## src/rtl/mul_pkg.sv

```systemverilog
// mul_pkg: shared definitions for the sequential multiplier.
//   - state_t      : FSM state encoding (IDLE / RUN / DONE)
//   - DATA_WIDTH_DEFAULT : default operand width
//   - cnt_width()  : width of the per-run bit counter
package mul_pkg;

  localparam int DATA_WIDTH_DEFAULT = 32;

  typedef enum logic [1:0] {
    IDLE = 2'd0,
    RUN  = 2'd1,
    DONE = 2'd2
  } state_t;

  // A one-bit operand still needs a one-bit counter.
  function automatic int cnt_width(input int w);
    return (w > 1) ? $clog2(w) : 1;
  endfunction

endpackage

```

## src/rtl/adder.sv

```systemverilog
// adder: plain unsigned combinational adder.
//   DATA_WIDTH : operand and result width
//   a, b       : addends
//   sum        : a + b, truncated to DATA_WIDTH
module adder #(
  parameter int DATA_WIDTH = 32
) (
  input  logic [DATA_WIDTH-1:0] a,
  input  logic [DATA_WIDTH-1:0] b,
  output logic [DATA_WIDTH-1:0] sum
);

  assign sum = a + b;

endmodule

```

## src/rtl/mul_seq.sv

```systemverilog
// mul_seq: multi-cycle unsigned shift-and-add multiplier.
// One conditional add and one right shift per cycle for DATA_WIDTH cycles.
//   clk     : clock, rising edge
//   reset   : asynchronous active-high reset
//   start   : request a multiply (accepted in IDLE or DONE)
//   a, b    : multiplicand / multiplier, sampled on the accepting edge
//   busy    : high while the multiply is running
//   done    : one-cycle pulse when product is valid
//   product : registered 2*DATA_WIDTH result, held until the next completion
module mul_seq
  import mul_pkg::*;
#(
  parameter int DATA_WIDTH = DATA_WIDTH_DEFAULT
) (
  input  logic                    clk,
  input  logic                    reset,
  input  logic                    start,
  input  logic [DATA_WIDTH-1:0]   a,
  input  logic [DATA_WIDTH-1:0]   b,
  output logic                    busy,
  output logic                    done,
  output logic [2*DATA_WIDTH-1:0] product
);

  localparam int CNT_W = cnt_width(DATA_WIDTH);
  localparam logic [CNT_W-1:0] CNT_LAST = CNT_W'(DATA_WIDTH - 1);

  state_t                state;
  logic [DATA_WIDTH-1:0] mcand;
  logic [DATA_WIDTH-1:0] acc_hi;
  logic [DATA_WIDTH-1:0] acc_lo;
  logic [CNT_W-1:0]      cnt;

  logic [DATA_WIDTH:0]   add_a;
  logic [DATA_WIDTH:0]   add_b;
  logic [DATA_WIDTH:0]   sum;

  // Carry is kept in sum[DATA_WIDTH]; it becomes the top bit of acc_hi
  // after the shift, so nothing is lost.
  assign add_a = {1'b0, acc_hi};
  assign add_b = acc_lo[0] ? {1'b0, mcand} : '0;

  adder #(
    .DATA_WIDTH(DATA_WIDTH + 1)
  ) u_add (
    .a  (add_a),
    .b  (add_b),
    .sum(sum)
  );

  always_ff @(posedge clk or posedge reset) begin
    if (reset) begin
      state   <= IDLE;
      busy    <= 1'b0;
      done    <= 1'b0;
      product <= '0;
      mcand   <= '0;
      acc_hi  <= '0;
      acc_lo  <= '0;
      cnt     <= '0;
    end else begin
      done <= 1'b0;
      case (state)
        IDLE, DONE: begin
          if (start) begin
            mcand  <= a;
            acc_hi <= '0;
            acc_lo <= b;
            cnt    <= '0;
            busy   <= 1'b1;
            state  <= RUN;
          end else begin
            state <= IDLE;
          end
        end
        RUN: begin
          // {acc_hi, acc_lo} <= {sum, acc_lo} >> 1; start is ignored here.
          acc_hi <= sum[DATA_WIDTH:1];
          acc_lo <= {sum[0], acc_lo[DATA_WIDTH-1:1]};
          cnt    <= cnt + 1'b1;
          if (cnt == CNT_LAST) begin
            product <= {sum, acc_lo[DATA_WIDTH-1:1]};
            busy    <= 1'b0;
            done    <= 1'b1;
            state   <= DONE;
          end
        end
        default: begin
          busy  <= 1'b0;
          state <= IDLE;
        end
      endcase
    end
  end

endmodule

```

## config.mk

```make
export PLATFORM = sky130hd
export DESIGN_NAME = mul_seq
export DESIGN_NICKNAME = d
export VERILOG_FILES = /design/src/rtl/mul_pkg.sv /design/src/rtl/adder.sv /design/src/rtl/mul_seq.sv
export SDC_FILE = /design/constraint.sdc
export NUM_CORES = 1
export LEC_CHECK = 0
export BUFFER_PORTS_ARGS = -buffer_cell sky130_fd_sc_hd__clkbuf_2
export CELL_PAD_IN_SITES_DETAIL_PLACEMENT = 2
export CELL_PAD_IN_SITES_GLOBAL_PLACEMENT = 2
export CORE_MARGIN = 8
export CORE_UTILIZATION = 40
export CTS_BUF_LIST = sky130_fd_sc_hd__clkbuf_4 sky130_fd_sc_hd__clkbuf_8 sky130_fd_sc_hd__clkbuf_16
export CTS_CLUSTER_SIZE = 16
export DETAILED_ROUTE_END_ITERATION = 12
export GPL_TIMING_DRIVEN = 1
export PLACE_DENSITY_LB_ADDON = 0.1
export SLEW_MARGIN = 20
export SYNTH_ARGS = -nofsm -noshare
export SYNTH_HDL_FRONTEND = slang
export SYNTH_HIERARCHICAL = 1
export SYNTH_SLANG_ARGS = --single-unit
```

## constraint.sdc

```tcl
create_clock -name clk -period 11.7 [get_ports clk]
set_input_delay 0.585 -clock clk [delete_from_list [all_inputs] [get_ports clk]]
set_output_delay 0.585 -clock clk [all_outputs]
set_load 0.005 [all_outputs]
```

==> metrics.md <==
| Metric | Value |
|---|---|
| Result of the run | finished, final reports clean |
| Gate family responsible for the most delay along the worst path | compound AO/OA/AOI/OAI gates |
| Count of unique library cells instantiated by Yosys | 67 |
| Clock tree from TritonCTS | built |
| Total of flip-flops plus latches after synthesis | 169 |
| Initial antenna violation count | 0 |
| Horizontal die dimension | 164 um |
| Global-route wire length before repair | 44600 um |
| Most frequent cells in the layout | 168 x dfrtp_1, 157 x nand2_1, 132 x clkbuf_2 |
| Placement-stage cell area | 9590 um^2 |
| Post-CTS setup buffer count | 0 |
| Maximum capacitance violations | 0 |
| Sink count of the clock tree | 169 |
| Number of buffers added by the clock tree synthesis step | 17 |
| Cell area after synthesis | 8800 um^2 |
| Core Area | 21700 um^2 |
| P&R area growth vs syn | 15.9% |
| Routed wire length per instance | 22.6 um |
| Final count of negative-setup-slack endpoints | 0 |
| Worst relative slew slack | 26.8% |
| CP startpoint kind | flip-flop |
| Clk_lat worst skew | 0.44 ns |
| Bufs on Longest Clock Path | 2 |
| Design Area, Final | 10200 um^2 |
| Vias/cell | 5.70 |
| Static power due to leakage | 5.10 nW |
| Vias post-DR | 7025 |
| Largest voltage drop on the vdd net | 90.4 uV |
| Arrival time worst endpoint | 4.24 ns |
| Total Routed Length | 27800 um |
| Post-layout utilization of the core | 47.0% |
| Number of levels in the clock H-tree | 4 |
| CP Class | flip-flop to flip-flop |
| Sequence of cells on the critical path | and2_1, ha_1, fa_1, a211o_1, a211oi_1, nor3_1, o21ai_0, nand2b_1, a311oi_1, mux2_2 |
| First-iteration detailed-routing DRC count | 321 |
| Final cycle utilization of the critical path | 33.1% |
| Fmax achieved | 259 MHz |
| Actual slew at the worst max-slew pin | 1.10 ns |
| # rows | 54 |
| Number of top-level design ports | 133 |
| Sequential element share of the synthesized area | 48.1% |
| Clock skew after layout | 0.0170 ns |
| Final critical-path required period | 3.87 ns |
| Total Die Area | 27000 um^2 |
| Number of design rule violations left after detail routing | 0 |
| Max stage delay on crit path | 0.63 ns |
| Number of detailed-routing iterations run before antenna repair | 5 |
| Buffers & Inverters on Critical Path | 0 |
| Cell count after synthesis | 831 |
| Largest net degree at the start of global routing | 105 |
| Critical-path maximum fanout | 33 |
| Final number of hold-violating endpoints | 0 |
| Global route overflow | 0 |
| Power density normalized to cell area | 304 nW/um^2 |
| Most frequent standard cell in the layout excluding fill and tap cells | dfrtp_1 |
| Setup repair after global routing missed its margin | no |
| Vias in the first global route | 8201 |
| Mean cell area of the mapped netlist | 10.6 um^2 |
| Global placement routability congestion | 0.839 |
| Number of antenna diodes | 0 |
| Worst-path cell with the longest stage delay | dfrtp_2 |
| Clock Pin Slew Worst Setup and Hold Paths | 0.08 ns |
| Worst min path class | input pin to async pin |
| Share of layout cells above drive strength 1 | 26.8% |
| Post-DP HPWL | 18900 um |
| Async SR Flop Fraction | 100% |
| Yosys warning count | 6 |
| Count of antenna-violating nets left after detailed routing | 0 |
| Number of enable-type register cells in the synthesized netlist | 0 |
| Combined global-route utilization of all metal layers | 21.0% |
| Floorplan die height | 164 um |
| # nets final | 1042 |
| Sort of element at the end of the critical path | flip-flop |
| Number of hold-repair buffers added at the cts stage | 0 |
| Starting density of the core | 40.6% |
| Root Buffer Master | clkbuf_16 |
| Accumulated negative setup slack | 0 ns |
| Cts repair resizes | 0 |
| Top_reg_cell synth | dfrtp_1 |
| Required time of the worst setup path | 12.07 ns |
| Max-slew violation total from the final report | 0 |
| IO Port Bufs | 132 |
[logic make-up (layout without fill, tap and decap cells)]
logic type               after synthesis  in the layout  share of synthesized area [%]
flip-flops                           169            169                           48.1
buffers and inverters                 57            178                           3.56
multiplexers                          69             69                           10.4
AND/OR/NAND/NOR                      296            296                           15.7
XOR/XNOR                              25             25                           2.49
other                                  1              2                         0.0426
adder cells (fa/ha/maj)               35             35                           5.06
AO/OA/AOI/OAI                        179            179                           14.7
[final cells by class]
class	count	area (um^2)
clock buffers	17	425
clock inverters	15	179
fillers	2286	11500
inverters	9	38.8
multi-input cells	606	4280
flip-flops and latches	169	4230
well taps	280	350
repair buffers	137	698
[registers in the layout, summed over array words and instances (netlist names)]
signal,count
busy,1
cnt,5
state,2
done,1
acc_hi,32
product,64
mcand,32
acc_lo,32
[final timing paths]
check | to | start | slack [ns] | cells past startpoint
max | product[53]$_DFFE_PP0P_ | acc_lo[0]$_DFFE_PP0P_ | 7.83 | 10
min | acc_lo[12]$_DFFE_PP0P_ | reset | 0.31 | 2
max reg2reg | product[53]$_DFFE_PP0P_ | acc_lo[0]$_DFFE_PP0P_ | 7.83 | 10
min reg2reg | cnt[3]$_DFFE_PP0P_ | cnt[3]$_DFFE_PP0P_ | 0.47 | 1
max in group asynchronous | acc_lo[0]$_DFFE_PP0P_ | reset | 9.88 | 3
min in group clk | mcand[6]$_DFFE_PP0P_ | a[6] | 0.34 | 3
[power by group]
| group | switching, W | leakage [nW] | internal, W |
|---|---|---|---|
| sequential | 0.000214 | 2.08 | 0.000866 |
| clock | 0.000281 | 0.290 | 0.000306 |
| combinational | 0.000784 | 2.73 | 0.000651 |
| total | 0.00128 | 5.10 | 0.00182 |
[synthesized netlist by cell type (14+ instances only)]
cell	n	share of area [%]
and2_1	33	2.3
mux2_2	28	3.6
o21ai_0	23	1.3
a22oi_1	32	2.7
a22o_1	35	3.5
xnor2_1	14	1.4
nor2_1	23	0.98
mux2_4	38	6.5
nand3_1	38	2.2
nand2_1	157	6.7
a21oi_1	36	2.0
ha_1	34	4.8
dfrtp_1	169	48
buf_2	15	0.85
[per-layer routing]
metal	vias up	part of all wire, %	track usage, %
li1	3170	-	-
met1	3671	42	24.7
met2	141	52	37.3
met3	43	3.7	4.06
met4	0	2.2	7.60
met5	-	0	0
[metrics by stage]
stage | power (W) | hold slack, ns | std cells | setup WS (ns)
2_1_floorplan | 0.00204 | 0.437 | 832 | 6.54
3_3_place_gp | 0.00241 | 0.457 | 1201 | 7.95
3_5_place_dp | 0.00250 | 0.464 | 1201 | 7.75
4_1_cts | 0.00314 | 0.329 | 1233 | 7.61
5_1_grt | 0.00332 | 0.327 | 1233 | 7.66
6_report | 0.00310 | 0.306 | 1233 | 7.83
(Power assumes the default switching activity.)
